===== src/rtl/cc_pkg.sv =====
// Shared types and constants for the cache hit/miss dispatch path.
// Burst constants describe one 64-byte line fetched as eight 8-byte beats, critical word first.
package cc_pkg;

  localparam int CC_LINE_W   = 512;
  localparam int CC_OFFSET_W = 6;
  localparam int CC_BEATS    = 8;

  localparam logic [3:0] CC_ARLEN        = 4'(CC_BEATS - 1);
  localparam logic [2:0] CC_ARSIZE       = 3'b011;
  localparam logic [1:0] CC_ARBURST_WRAP = 2'b10;

  typedef struct packed {
    logic [CC_OFFSET_W-1:0] offset;
    logic [CC_LINE_W-1:0]   line;
  } cc_hit_entry_t;

  typedef enum logic {
    IDLE,
    AR_WAIT
  } cc_state_e;

endpackage


===== src/rtl/cc_miss_credit_counter.sv =====
// Counts misses issued on AR whose R burst has not yet finished.
// A return with no outstanding miss is dropped so the count never underflows.
module cc_miss_credit_counter #(
  parameter int MAX_OUTSTANDING_MISS = 4
) (
  input  logic       clk,
  input  logic       rst_n,
  input  logic       inc_i,
  input  logic       dec_i,
  output logic [3:0] count_o,
  output logic       full_o
);

  localparam logic [3:0] MAX_C = 4'(MAX_OUTSTANDING_MISS);

  logic [3:0] r_count;
  logic       w_dec_ok;

  assign w_dec_ok = dec_i && (r_count != 4'd0);

  always_ff @(posedge clk) begin
    if (!rst_n) begin
      r_count <= 4'd0;
    end else if (inc_i && !w_dec_ok) begin
      r_count <= r_count + 4'd1;
    end else if (!inc_i && w_dec_ok) begin
      r_count <= r_count - 4'd1;
    end
  end

  assign count_o = r_count;
  assign full_o  = (r_count >= MAX_C);

  a_no_underflow: assert property (@(posedge clk) disable iff (!rst_n)
    !(dec_i && r_count == 4'd0));

  a_no_overflow: assert property (@(posedge clk) disable iff (!rst_n)
    !(inc_i && full_o && !dec_i));

endmodule


===== src/rtl/cc_hit_miss_dispatcher.sv =====
// Routes tag-compare results: hits go to the hit data FIFO, misses become one WRAP read on AR.
// Every accepted lookup leaves an ordered hit/miss flag for the reorder unit.
module cc_hit_miss_dispatcher
  import cc_pkg::*;
#(
  parameter int MAX_OUTSTANDING_MISS = 4,
  parameter int ADDR_WIDTH           = 32
) (
  input  logic                  clk,
  input  logic                  rst_n,
  input  logic                  lookup_valid_i,
  input  logic                  lookup_hit_i,
  input  logic [ADDR_WIDTH-1:0] lookup_addr_i,
  input  logic [CC_LINE_W-1:0]  lookup_data_i,
  output logic                  lookup_ready_o,
  input  logic                  hit_flag_fifo_afull_i,
  output logic                  hit_flag_fifo_wren_o,
  output logic                  hit_flag_fifo_wdata_o,
  input  logic                  hit_data_fifo_afull_i,
  output logic                  hit_data_fifo_wren_o,
  output logic [517:0]          hit_data_fifo_wdata_o,
  output logic [ADDR_WIDTH-1:0] mem_araddr_o,
  output logic [3:0]            mem_arlen_o,
  output logic [2:0]            mem_arsize_o,
  output logic [1:0]            mem_arburst_o,
  output logic                  mem_arvalid_o,
  input  logic                  mem_arready_i,
  input  logic                  mem_rvalid_i,
  input  logic                  mem_rready_i,
  input  logic                  mem_rlast_i
);

  cc_state_e             r_state;
  cc_state_e             w_state_next;
  logic                  r_flag_wren;
  logic                  r_flag_wdata;
  logic                  r_data_wren;
  cc_hit_entry_t         r_data_wdata;
  logic [ADDR_WIDTH-1:0] r_araddr;

  logic                  w_ready;
  logic                  w_accept;
  logic                  w_hit_accept;
  logic                  w_miss_accept;
  logic                  w_rlast_beat;
  logic                  w_credit_full;
  logic [3:0]            w_credit_count;

  always_comb begin
    w_state_next = r_state;
    w_ready      = 1'b0;
    case (r_state)
      IDLE: begin
        w_ready = !hit_flag_fifo_afull_i &&
                  (lookup_hit_i ? !hit_data_fifo_afull_i : !w_credit_full);
        if (lookup_valid_i && w_ready && !lookup_hit_i) begin
          w_state_next = AR_WAIT;
        end
      end
      AR_WAIT: begin
        if (mem_arready_i) begin
          w_state_next = IDLE;
        end
      end
      default: w_state_next = IDLE;
    endcase
  end

  assign lookup_ready_o = rst_n && w_ready;
  assign w_accept       = lookup_valid_i && lookup_ready_o;
  assign w_hit_accept   = w_accept && lookup_hit_i;
  assign w_miss_accept  = w_accept && !lookup_hit_i;
  assign w_rlast_beat   = mem_rvalid_i && mem_rready_i && mem_rlast_i;

  // Flag is written at accept, not at the AR handshake, so flag order always matches lookup order.
  always_ff @(posedge clk) begin
    if (!rst_n) begin
      r_state      <= IDLE;
      r_flag_wren  <= 1'b0;
      r_flag_wdata <= 1'b0;
      r_data_wren  <= 1'b0;
      r_data_wdata <= '0;
      r_araddr     <= '0;
    end else begin
      r_state     <= w_state_next;
      r_flag_wren <= w_accept;
      r_data_wren <= w_hit_accept;
      if (w_accept) begin
        r_flag_wdata <= lookup_hit_i;
      end
      if (w_hit_accept) begin
        r_data_wdata.offset <= lookup_addr_i[CC_OFFSET_W-1:0];
        r_data_wdata.line   <= lookup_data_i;
      end
      if (w_miss_accept) begin
        r_araddr <= {lookup_addr_i[ADDR_WIDTH-1:3], 3'b000};
      end
    end
  end

  cc_miss_credit_counter #(
    .MAX_OUTSTANDING_MISS(MAX_OUTSTANDING_MISS)
  ) u_credit (
    .clk    (clk),
    .rst_n  (rst_n),
    .inc_i  (w_miss_accept),
    .dec_i  (w_rlast_beat),
    .count_o(w_credit_count),
    .full_o (w_credit_full)
  );

  assign hit_flag_fifo_wren_o  = r_flag_wren;
  assign hit_flag_fifo_wdata_o = r_flag_wdata;
  assign hit_data_fifo_wren_o  = r_data_wren;
  assign hit_data_fifo_wdata_o = r_data_wdata;
  assign mem_araddr_o          = r_araddr;
  assign mem_arvalid_o         = (r_state == AR_WAIT);
  assign mem_arlen_o           = CC_ARLEN;
  assign mem_arsize_o          = CC_ARSIZE;
  assign mem_arburst_o         = CC_ARBURST_WRAP;

endmodule


===== config.mk =====
export PLATFORM = sky130hd
export DESIGN_NAME = cc_hit_miss_dispatcher
export DESIGN_NICKNAME = d
export VERILOG_FILES = /design/src/rtl/cc_pkg.sv /design/src/rtl/cc_miss_credit_counter.sv /design/src/rtl/cc_hit_miss_dispatcher.sv
export SDC_FILE = /design/constraint.sdc
export NUM_CORES = 1
export LEC_CHECK = 0
export BUFFER_PORTS_ARGS = -buffer_cell sky130_fd_sc_hd__buf_2
export CAP_MARGIN = 25
export CORE_AREA = 3 3 440 442
export DETAILED_ROUTE_END_ITERATION = 6
export DIE_AREA = 0 0 443 445
export GPL_ROUTABILITY_DRIVEN = 0
export GPL_TIMING_DRIVEN = 1
export SLEW_MARGIN = 20
export SYNTH_ARGS = -nofsm -noshare
export SYNTH_HDL_FRONTEND = slang
export SYNTH_SLANG_ARGS = --single-unit

===== constraint.sdc =====
create_clock -name clk -period 3.6 [get_ports clk]
set_input_delay 0.72 -clock clk [delete_from_list [all_inputs] [get_ports clk]]
set_output_delay 0.72 -clock clk [all_outputs]
set_load 0.01 [all_outputs]

==> results of run 1 <==
[how the worst max path moves through the flow]
stage	start	endpoint	slack (ns)	cells past startpoint
after detailed placement	rst_n	u_credit.count_o[3]	0.53	11
after global routing	u_credit.count_o[0]	u_credit.count_o[3]	0.53	9
after CTS	u_credit.count_o[0]	u_credit.count_o[3]	0.68	9
after floorplan	rst_n	u_credit.count_o[3]	0.89	12
after global placement	rst_n	u_credit.count_o[3]	0.48	11
final	u_credit.count_o[3]	u_credit.count_o[3]	0.62	9
[state kept, by name (all words and copies together), names as in the netlist]
name	count
hit_flag_fifo_wdata_o	1
mem_araddr_o	29
mem_arvalid_o	1
hit_data_fifo_wdata_o	518
hit_data_fifo_wren_o	1
u_credit.count_o	4
hit_flag_fifo_wren_o	1
[per-stage QoR]
stage	setup WS (ns)	power, mW	area (sq um)
after floorplan	0.894	6.78	20700
final	0.620	14.4	31100
after CTS	0.684	14.7	31000
after global placement	0.484	7.35	28700
after global routing	0.532	14.9	31000
after detailed placement	0.532	7.36	28700
[per-layer routing]
layer,vias to the layer above,wire [microns],global-route usage
met1,9935,48300,0.139
li1,9827,-,-
met3,255,16000,0.0638
met5,-,479,0
met4,72,4970,0.0470
met2,956,54300,0.184
[final cells by class]
cell class                 count  area, sq um  area share
clock inverter                27          277     0.00890
sequential                   555        11100       0.358
clock buffer                  97         2040      0.0656
multi-input combinational   1686         8520       0.274
tap                         2511         3140       0.101
antenna                       23         57.6     0.00185
timing repair buffer        1131         5890       0.190
inverter                       3         27.5    0.000886
[placed cells by master (no fill, tap or decap), drive strengths merged, types with 2 or more instances in the layout]
cell and instances:
a21boi 547, conb 12, nand2 1099, bufinv 3, clkinvlp 4, o21ai 2, xnor2 2, clkinv 15
dfxtp 555, nor2 2, diode 23, ha 3, mux2i 2, and2 2, inv 8, buf 1131
nor2b 3, clkbuf 97
[power by group]
part | leakage (nW) | switching (mW) | internal (mW) | total (mW)
clock network | 1.13 | 2.94 | 4.19 | 7.13
registers | 4.48 | 0.0561 | 6.23 | 6.28
logic | 7.46 | 0.502 | 0.435 | 0.937
total | 13.1 | 3.50 | 10.9 | 14.4
[kinds of logic (layout without fill, tap and decap cells)]
| group | after synthesis | in the layout | synth area share |
|---|---|---|---|
| compound gates | 553 | 553 | 0.200 |
| xor+xnor | 2 | 2 | 0.000847 |
| fa+ha+maj | 4 | 4 | 0.00278 |
| other cells | 2 | 35 | 0.000363 |
| flops | 555 | 555 | 0.537 |
| mux | 2 | 2 | 0.000968 |
| simple gates | 1113 | 1113 | 0.204 |
| buf+inv | 198 | 1258 | 0.0531 |
[worst reg2reg max path: cells and delay by family (launching register included)]
kind	cells	cell delay (ns)
flops	1	0.35
simple gates	2	1.00
compound gates	3	0.64
buf+inv	1	0.10
fa+ha+maj	2	0.57
mux	1	0.25
==> flow_summary.yaml, run 1 <==
setup_path:
  rr_startpoint: "u_credit.count_o[3]"
  crit_buf_inv: 1
  start_kind: "register"
  rr_worst_depth: 9
  reg2reg_slack_ns: 0.62
  max_stage_delay_ns: 0.69
  path_cells: "or4_1 > nand4_1 > ha_1 > inv_1 > ha_1 > a21oi_1 > a211oi_1 > a31oi_1 > mux2i_1"
  cp_slowest_cell: "or4_1"
  r2r_end: "u_credit.count_o[3]"
  crit_fanout: 4
  crit_type: "register to register"
  required_ns: 4.18
  path_delay_family: "simple AND/OR/NAND/NOR gates"
  cp.arrival_ns: 3.56
  crit_path_end_kind: "register"
  critPathMostFrequentCell: "ha_1"
yosys:
  ys.flop_type: "dfxtp_1"
  yosysTopAreaCell: "dfxtp_1"
  synth_most_common_cell: "nand2_1"
  synth.top_cell.area_share: 0.537
  synth_warnings: 0
  yosysSeqAreaShare: 0.537
  postSynthCellCount: 2429
  synth.area.top_cells: "dfxtp_1, nand2_1, a21boi_1"
  synthTopCellsByCount: "nand2_1, dfxtp_1, a21boi_1, buf_4, clkbuf_1"
  synthArstFlopShare: 0
  yosysUniqueCellTypes: 30
  synth_edf_count: 0
  synth_area_sq_um: 20700
  ys_seq_elements: 555
  avgSynthCellArea_sq_um: 8.51
cells_and_area:
  post-route-util: 0.163
  drive_gt1_frac: 0.356
  syn_to_final_growth_pct: 50.2
  fin_nets: 4004
  fill_cells: 21600
  final_cell_count_no_fill: 6033
floorplanning:
  core_sq_um: 190000
  die_h_microns: 445
  dieWidth_microns: 443
  dieArea_sq_um: 197000
  pin_count: 1118
  row_count: 160
  start_util: 0.109
timing:
  slew_headroom: 0.185
  period_needed_ns: 2.98
  final_max_slew_viol_count: 0
  hold_slack_ns: 0.251
  fin_crit_sh: 0.828
  setup_viol: 0
  fmax_mhz: 336
  hold_violations: 0
  fin_tns_setup_ns: 0
  finalClockSkew_ns: 0.0350
  tightest_slew_ns: 1.22
  rsz0062_at_grt: "no"
placed_design:
  dp_hpwl_microns: 102000
  dp_cells: 5886
  port_buffers: 1105
clock_tree:
  cts-root-buf: "clkbuf_16"
  cts_resized: 0
  clock_latency_ns: 0.66
  cts_max_path_buffers: 3
  cts_hold_buf: 0
  postCtsSetupRepairBufs: 0
  numCtsBuffers: 69
  clk_pin_slew_ns: 0.06
  cts_tree: "done"
  cts_htree_levels: 3
  cts_sinks: 555
power:
  peakVddDrop_mv: 0.296
  power_density_nw_per_um2: 462
  leakage_nw: 13.1
route:
  drc_errors: 0
  drt_wl_total_microns: 124000
  final_antenna_net_count: 0
  avgViaCountPerCell: 3.49
  vias: 21000
  drt_iter0_drc: 1927
  avgRoutedWirePerCell_microns: 20.6
  first_pass_iters: 5
status:
  status: "finished clean"
worst_hold_path:
  min_path_cells: 2
  hp-class: "input port to register"
  hold_start: "mem_arready_i"
  holdPathEnd: "mem_arvalid_o"
global_routing:
  grt-ovfl-total: 0
  track_usage: 0.120
  grt_max_degree: 229
  antenna_found_initial: 98
  grt_pass1_wl_microns: 164000
  grt_pass1_vias: 19800
job:
  drv_cap: 0
Power figures use the tool's default switching activity.
==> inputs of run 2 (changes only) <==
clock period = 2.8 ns   (was 3.6 ns; I/O delays follow)
==> run 2 against run 1 <==
Against the previous run:
- sequential cell count stayed put
- power is 31% higher
- design area is 1.1% higher
- global-route usage hardly changed
- worst setup slack worse by 0.29 ns
- utilization is 0.17 points higher
- final cell count is 0.58% higher
- critical path type is now register to output pin
- critical endpoint is now lookup_ready_o
==> flow_summary.yaml, run 2 (synthesis results as in run 1) <==
power:
  power.internal_mw: 14.0
  power_density_nw_per_um2: 597
  netSwitchingPower_mw: 4.70
  leakage_nw: 13.3
  p_seq_frac: 0.431
  p_total_mw: 18.7
  swShare: 0.251
  p_comb_frac: 0.066
  peakVddDrop_mv: 0.397
  clockPowerShare: 0.504
setup_path:
  crit_path_end_kind: "output pin"
  cp_slowest_cell: "dfxtp_1"
  required_ns: 2.24
  crit_type: "register to output pin"
  cp.arrival_ns: 1.91
  max_stage_delay_ns: 0.31
  start_kind: "register"
  path_cells: "buf_4 > nor3_1 > nor2_1 > nor4b_1 > buf_2"
  path_delay_family: "simple AND/OR/NAND/NOR gates"
  crit_fanout: 3
  crit_buf_inv: 2
placed_design:
  place_area_sq_um: 28900
  port_buffers: 1105
  place_ws_ns: 0.223
  dp_cells: 5911
  dp_hpwl_microns: 102000
timing:
  fin_tns_setup_ns: 0
  final_max_slew_viol_count: 0
  rsz0062_at_grt: "no"
  finalClockSkew_ns: 0.0349
  period_needed_ns: 2.47
  timing.final.ws_setup_ns: 0.330
  hold_violations: 0
  fin_crit_sh: 0.882
  slew_headroom: 0.363
  setup_viol: 0
  tightest_slew_ns: 0.955
  fmax_mhz: 405
route:
  drt_iter0_drc: 1774
  avgRoutedWirePerCell_microns: 20.4
  first_pass_iters: 6
  drc_errors: 0
  drt_wl_total_microns: 124000
  final_antenna_net_count: 0
  avgViaCountPerCell: 3.50
  vias: 21200
global_routing:
  grt_pass1_wl_microns: 163000
  grt_util_met2: 0.180
  antenna_found_initial: 118
  track_usage: 0.119
  grt_pass1_vias: 19600
  met1_usage: 0.138
  grt.busiest_layer: "met2"
  use_met3: 0.0659
  grt_max_degree: 193
  grt-ovfl-total: 0
clock_tree:
  cts_htree_levels: 3
  cts_tree: "done"
  clk_pin_slew_ns: 0.05
  cts_resized: 0
  postCtsSetupRepairBufs: 0
  cts-root-buf: "clkbuf_16"
  numCtsBuffers: 73
  cts_max_path_buffers: 3
  clock_latency_ns: 0.67
  cts_hold_buf: 3
  cts_sinks: 555
cells_and_area:
  drive_gt1_frac: 0.361
  design_area_sq_um: 31400
  mostFrequentLayoutCells: "buf_2, nand2_1, dfxtp_1"
  final_cell_count_no_fill: 6068
  fin_nets: 4036
  fill_cells: 21600
  multi_input_area_sq_um: 8520
  seq_area_sq_um: 11100
  largest_reg_flops: 518
  syn_to_final_growth_pct: 51.7
  final_common_cell: "buf_2"
floorplanning:
  start_util: 0.109
  row_count: 160
  dieWidth_microns: 443
  dieArea_sq_um: 197000
  core_sq_um: 190000
  pin_count: 1118
  die_h_microns: 445
job:
  drv_cap: 0
status:
  status: "finished clean"
worst_hold_path:
  hp-class: "input port to register"
run 2: cell count changes in the layout (fill, tap and decap cells not counted), moves of 2 or more:
cell           delta
diode_2           +4
dlygate4sd3_1     +3
clkbuf_16         +2
buf_12            +3
inv_8             +2
buf_4            +22
run 2: path summary, 6_finish.rpt:
kind,cells after the start,slack (ns),from,endpoint
setup / recovery,5,0.33,u_credit.count_o[3],lookup_ready_o
hold / removal,2,0.11,mem_arready_i,mem_arvalid_o
setup reg to reg,9,0.43,u_credit.count_o[3],u_credit.count_o[3]
hold reg to reg,2,0.45,hit_data_fifo_wdata_o[376],hit_data_fifo_wdata_o[376]
run 2: routing by layer:
layer / vias up / part of all wire
met3: 294 / 0.13
li1: 9918 / -
met5: - / 0.0046
met4: 90 / 0.044
met1: 9938 / 0.38
met2: 1006 / 0.43
run 2: cell type report:
cell class / instances / area share
diodes: 27 / 0.00215
clock inverters: 29 / 0.00933
repair buffers: 1159 / 0.196
clock buffers: 98 / 0.0664
flip-flops and latches: 555 / 0.354
well taps: 2511 / 0.100
inverters: 3 / 0.000877
multi-input cells: 1686 / 0.271
run 2: power by group through the flow:
stage	logic, mW	registers, mW	clock network (mW)
floorplan	0.433	8.28	0
finish	1.23	8.07	9.44
detailed placement	1.24	8.24	0
global route	1.33	8.08	10.1
global placement	1.23	8.24	0
CTS	1.25	8.07	9.87
run 2: stage by stage:
step	hold WS [ns]	utilization
floorplan	0.455	-
global placement	0.437	0.152
detailed placement	0.441	0.152
CTS	0.000314	0.165
global route	0.0443	0.165
finish	0.115	0.165
==> inputs of run 3 (changes only) <==
GPL_TIMING_DRIVEN = not set   (was 1)
HOLD_SLACK_MARGIN = 0.15   (was not set)
==> run 3 against run 2 <==
Against the previous run:
- first-iteration DRC count is 16% higher
- sequential cell count did not move
- worst hold slack better by 0.11 ns
- highest routed layer unchanged
==> flow_summary.yaml, run 3 (synthesis results as in run 1) <==
route:
  final_antenna_net_count: 0
  first_pass_iters: 6
  drc_errors: 0
  drt_iter0_drc: 2062
  avgViaCountPerCell: 3.58
  vias: 23600
  drt_wl_total_microns: 130000
  avgRoutedWirePerCell_microns: 19.7
cells_and_area:
  final_common_cell: "buf_2"
  multi_input_area_sq_um: 8520
  drive_gt1_frac: 0.316
  largest_reg_flops: 518
  mostFrequentLayoutCells: "buf_2, nand2_1, dfxtp_1"
  syn_to_final_growth_pct: 76.6
  seq_area_sq_um: 11100
  fill_cells: 21000
  fin_nets: 4546
floorplanning:
  dieArea_sq_um: 197000
  pin_count: 1118
  dieWidth_microns: 443
  core_sq_um: 190000
  die_h_microns: 445
  row_count: 160
  start_util: 0.109
clock_tree:
  numCtsBuffers: 73
  clock_latency_ns: 0.66
  clk_pin_slew_ns: 0.05
  cts_max_path_buffers: 3
  postCtsSetupRepairBufs: 0
  cts_htree_levels: 3
  cts-root-buf: "clkbuf_16"
  cts_sinks: 555
  cts_tree: "done"
timing:
  period_needed_ns: 2.47
  hold_violations: 0
  final_max_slew_viol_count: 0
  fmax_mhz: 405
  fin_crit_sh: 0.883
  slew_headroom: 0.358
  setup_viol: 0
  tightest_slew_ns: 0.963
  fin_tns_setup_ns: 0
  rsz0062_at_grt: "no"
  finalClockSkew_ns: 0.0318
power:
  peakVddDrop_mv: 0.389
  netSwitchingPower_mw: 4.93
  leakage_nw: 15.4
  swShare: 0.254
  p_comb_frac: 0.098
  power.internal_mw: 14.5
  power_density_nw_per_um2: 532
  p_seq_frac: 0.415
  p_total_mw: 19.4
  clockPowerShare: 0.487
job:
  drv_cap: 0
global_routing:
  antenna_found_initial: 121
  grt_pass1_vias: 22600
  grt_max_degree: 193
  grt_pass1_wl_microns: 174000
  grt-ovfl-total: 0
  track_usage: 0.125
placed_design:
  dp_hpwl_microns: 102000
  port_buffers: 1105
setup_path:
  path_delay_family: "simple AND/OR/NAND/NOR gates"
  cp-startpoint: "u_credit.count_o[3]"
  cp_slowest_cell: "dfxtp_1"
  cp.arrival_ns: 1.91
  crit_type: "register to output pin"
  required_ns: 2.24
  crit_fanout: 3
  rr_startpoint: "u_credit.count_o[3]"
  path_cells: "buf_4 > nor3_1 > nor2_1 > nor4b_1 > buf_2"
  max_stage_delay_ns: 0.32
  start_kind: "register"
  crit_path_end_kind: "output pin"
  crit_buf_inv: 2
status:
  status: "finished clean"
worst_hold_path:
  hold_start: "lookup_data_i[457]"
  hp-class: "input port to register"
-- run 3: power groups by stage --
| stage | Combinational [mW] | Sequential, mW | Clock (mW) |
|---|---|---|---|
| 6_report | 1.90 | 8.08 | 9.46 |
| 5_1_grt | 2.03 | 8.08 | 10.1 |
| 4_1_cts | 1.90 | 8.07 | 9.87 |
| 3_5_place_dp | 1.24 | 8.24 | 0 |
| 3_3_place_gp | 1.23 | 8.24 | 0 |
| 2_1_floorplan | 0.433 | 8.28 | 0 |
-- run 3: metrics by stage --
| stage | cell area (sq um) | util | hold WS, ns | std cells | worst slack, ns |
|---|---|---|---|---|---|
| after global routing | 36500 | 0.192 | 0.181 | 6575 | 0.162 |
| after floorplan | 20700 | - | 0.455 | 2439 | 0.254 |
| after detailed placement | 28900 | 0.152 | 0.441 | 5911 | 0.223 |
| final | 36500 | 0.192 | 0.230 | 6595 | 0.328 |
| after global placement | 28900 | 0.152 | 0.437 | 5911 | 0.120 |
| after CTS | 36400 | 0.192 | 0.152 | 6551 | 0.201 |
-- run 3: cell type report --
| type | instances | area share |
|---|---|---|
| Timing Repair Buffer | 1669 | 0.308 |
| Sequential cell | 555 | 0.304 |
| Multi-Input combinational cell | 1686 | 0.233 |
| Tap cell | 2511 | 0.0860 |
| Clock buffer | 98 | 0.0570 |
| Clock inverter | 29 | 0.00801 |
| Antenna cell | 44 | 0.00301 |
| Inverter | 3 | 0.000753 |
-- run 3: routing by layer --
metal,vias to the layer above,GRT usage,routed length (microns)
met5,-,0,504
met3,326,0.0513,13800
met4,78,0.0647,6620
met2,1183,0.189,56600
li1,11000,-,-
met1,11100,0.150,52200
-- run 3: timing repair --
item | in CTS | in global routing
endpoints found under the hold margin | 516 | 0
hold buffers | 513 | 0
gates resized for setup | 0 | 0
-- run 3: final timing paths --
check,slack (ns),endpoint,cells after the start
worst max-delay path,0.33,lookup_ready_o,5
worst max register to register,0.42,u_credit.count_o[3],9
worst min register to register,0.45,hit_data_fifo_wdata_o[310],2
worst min-delay path,0.23,hit_data_fifo_wdata_o[457],3
-- run 3: worst min-delay path, cell delays in order --
cell and delay (ns):
buf_2 0.13, nand2_1 0.07, a21boi_1 0.05
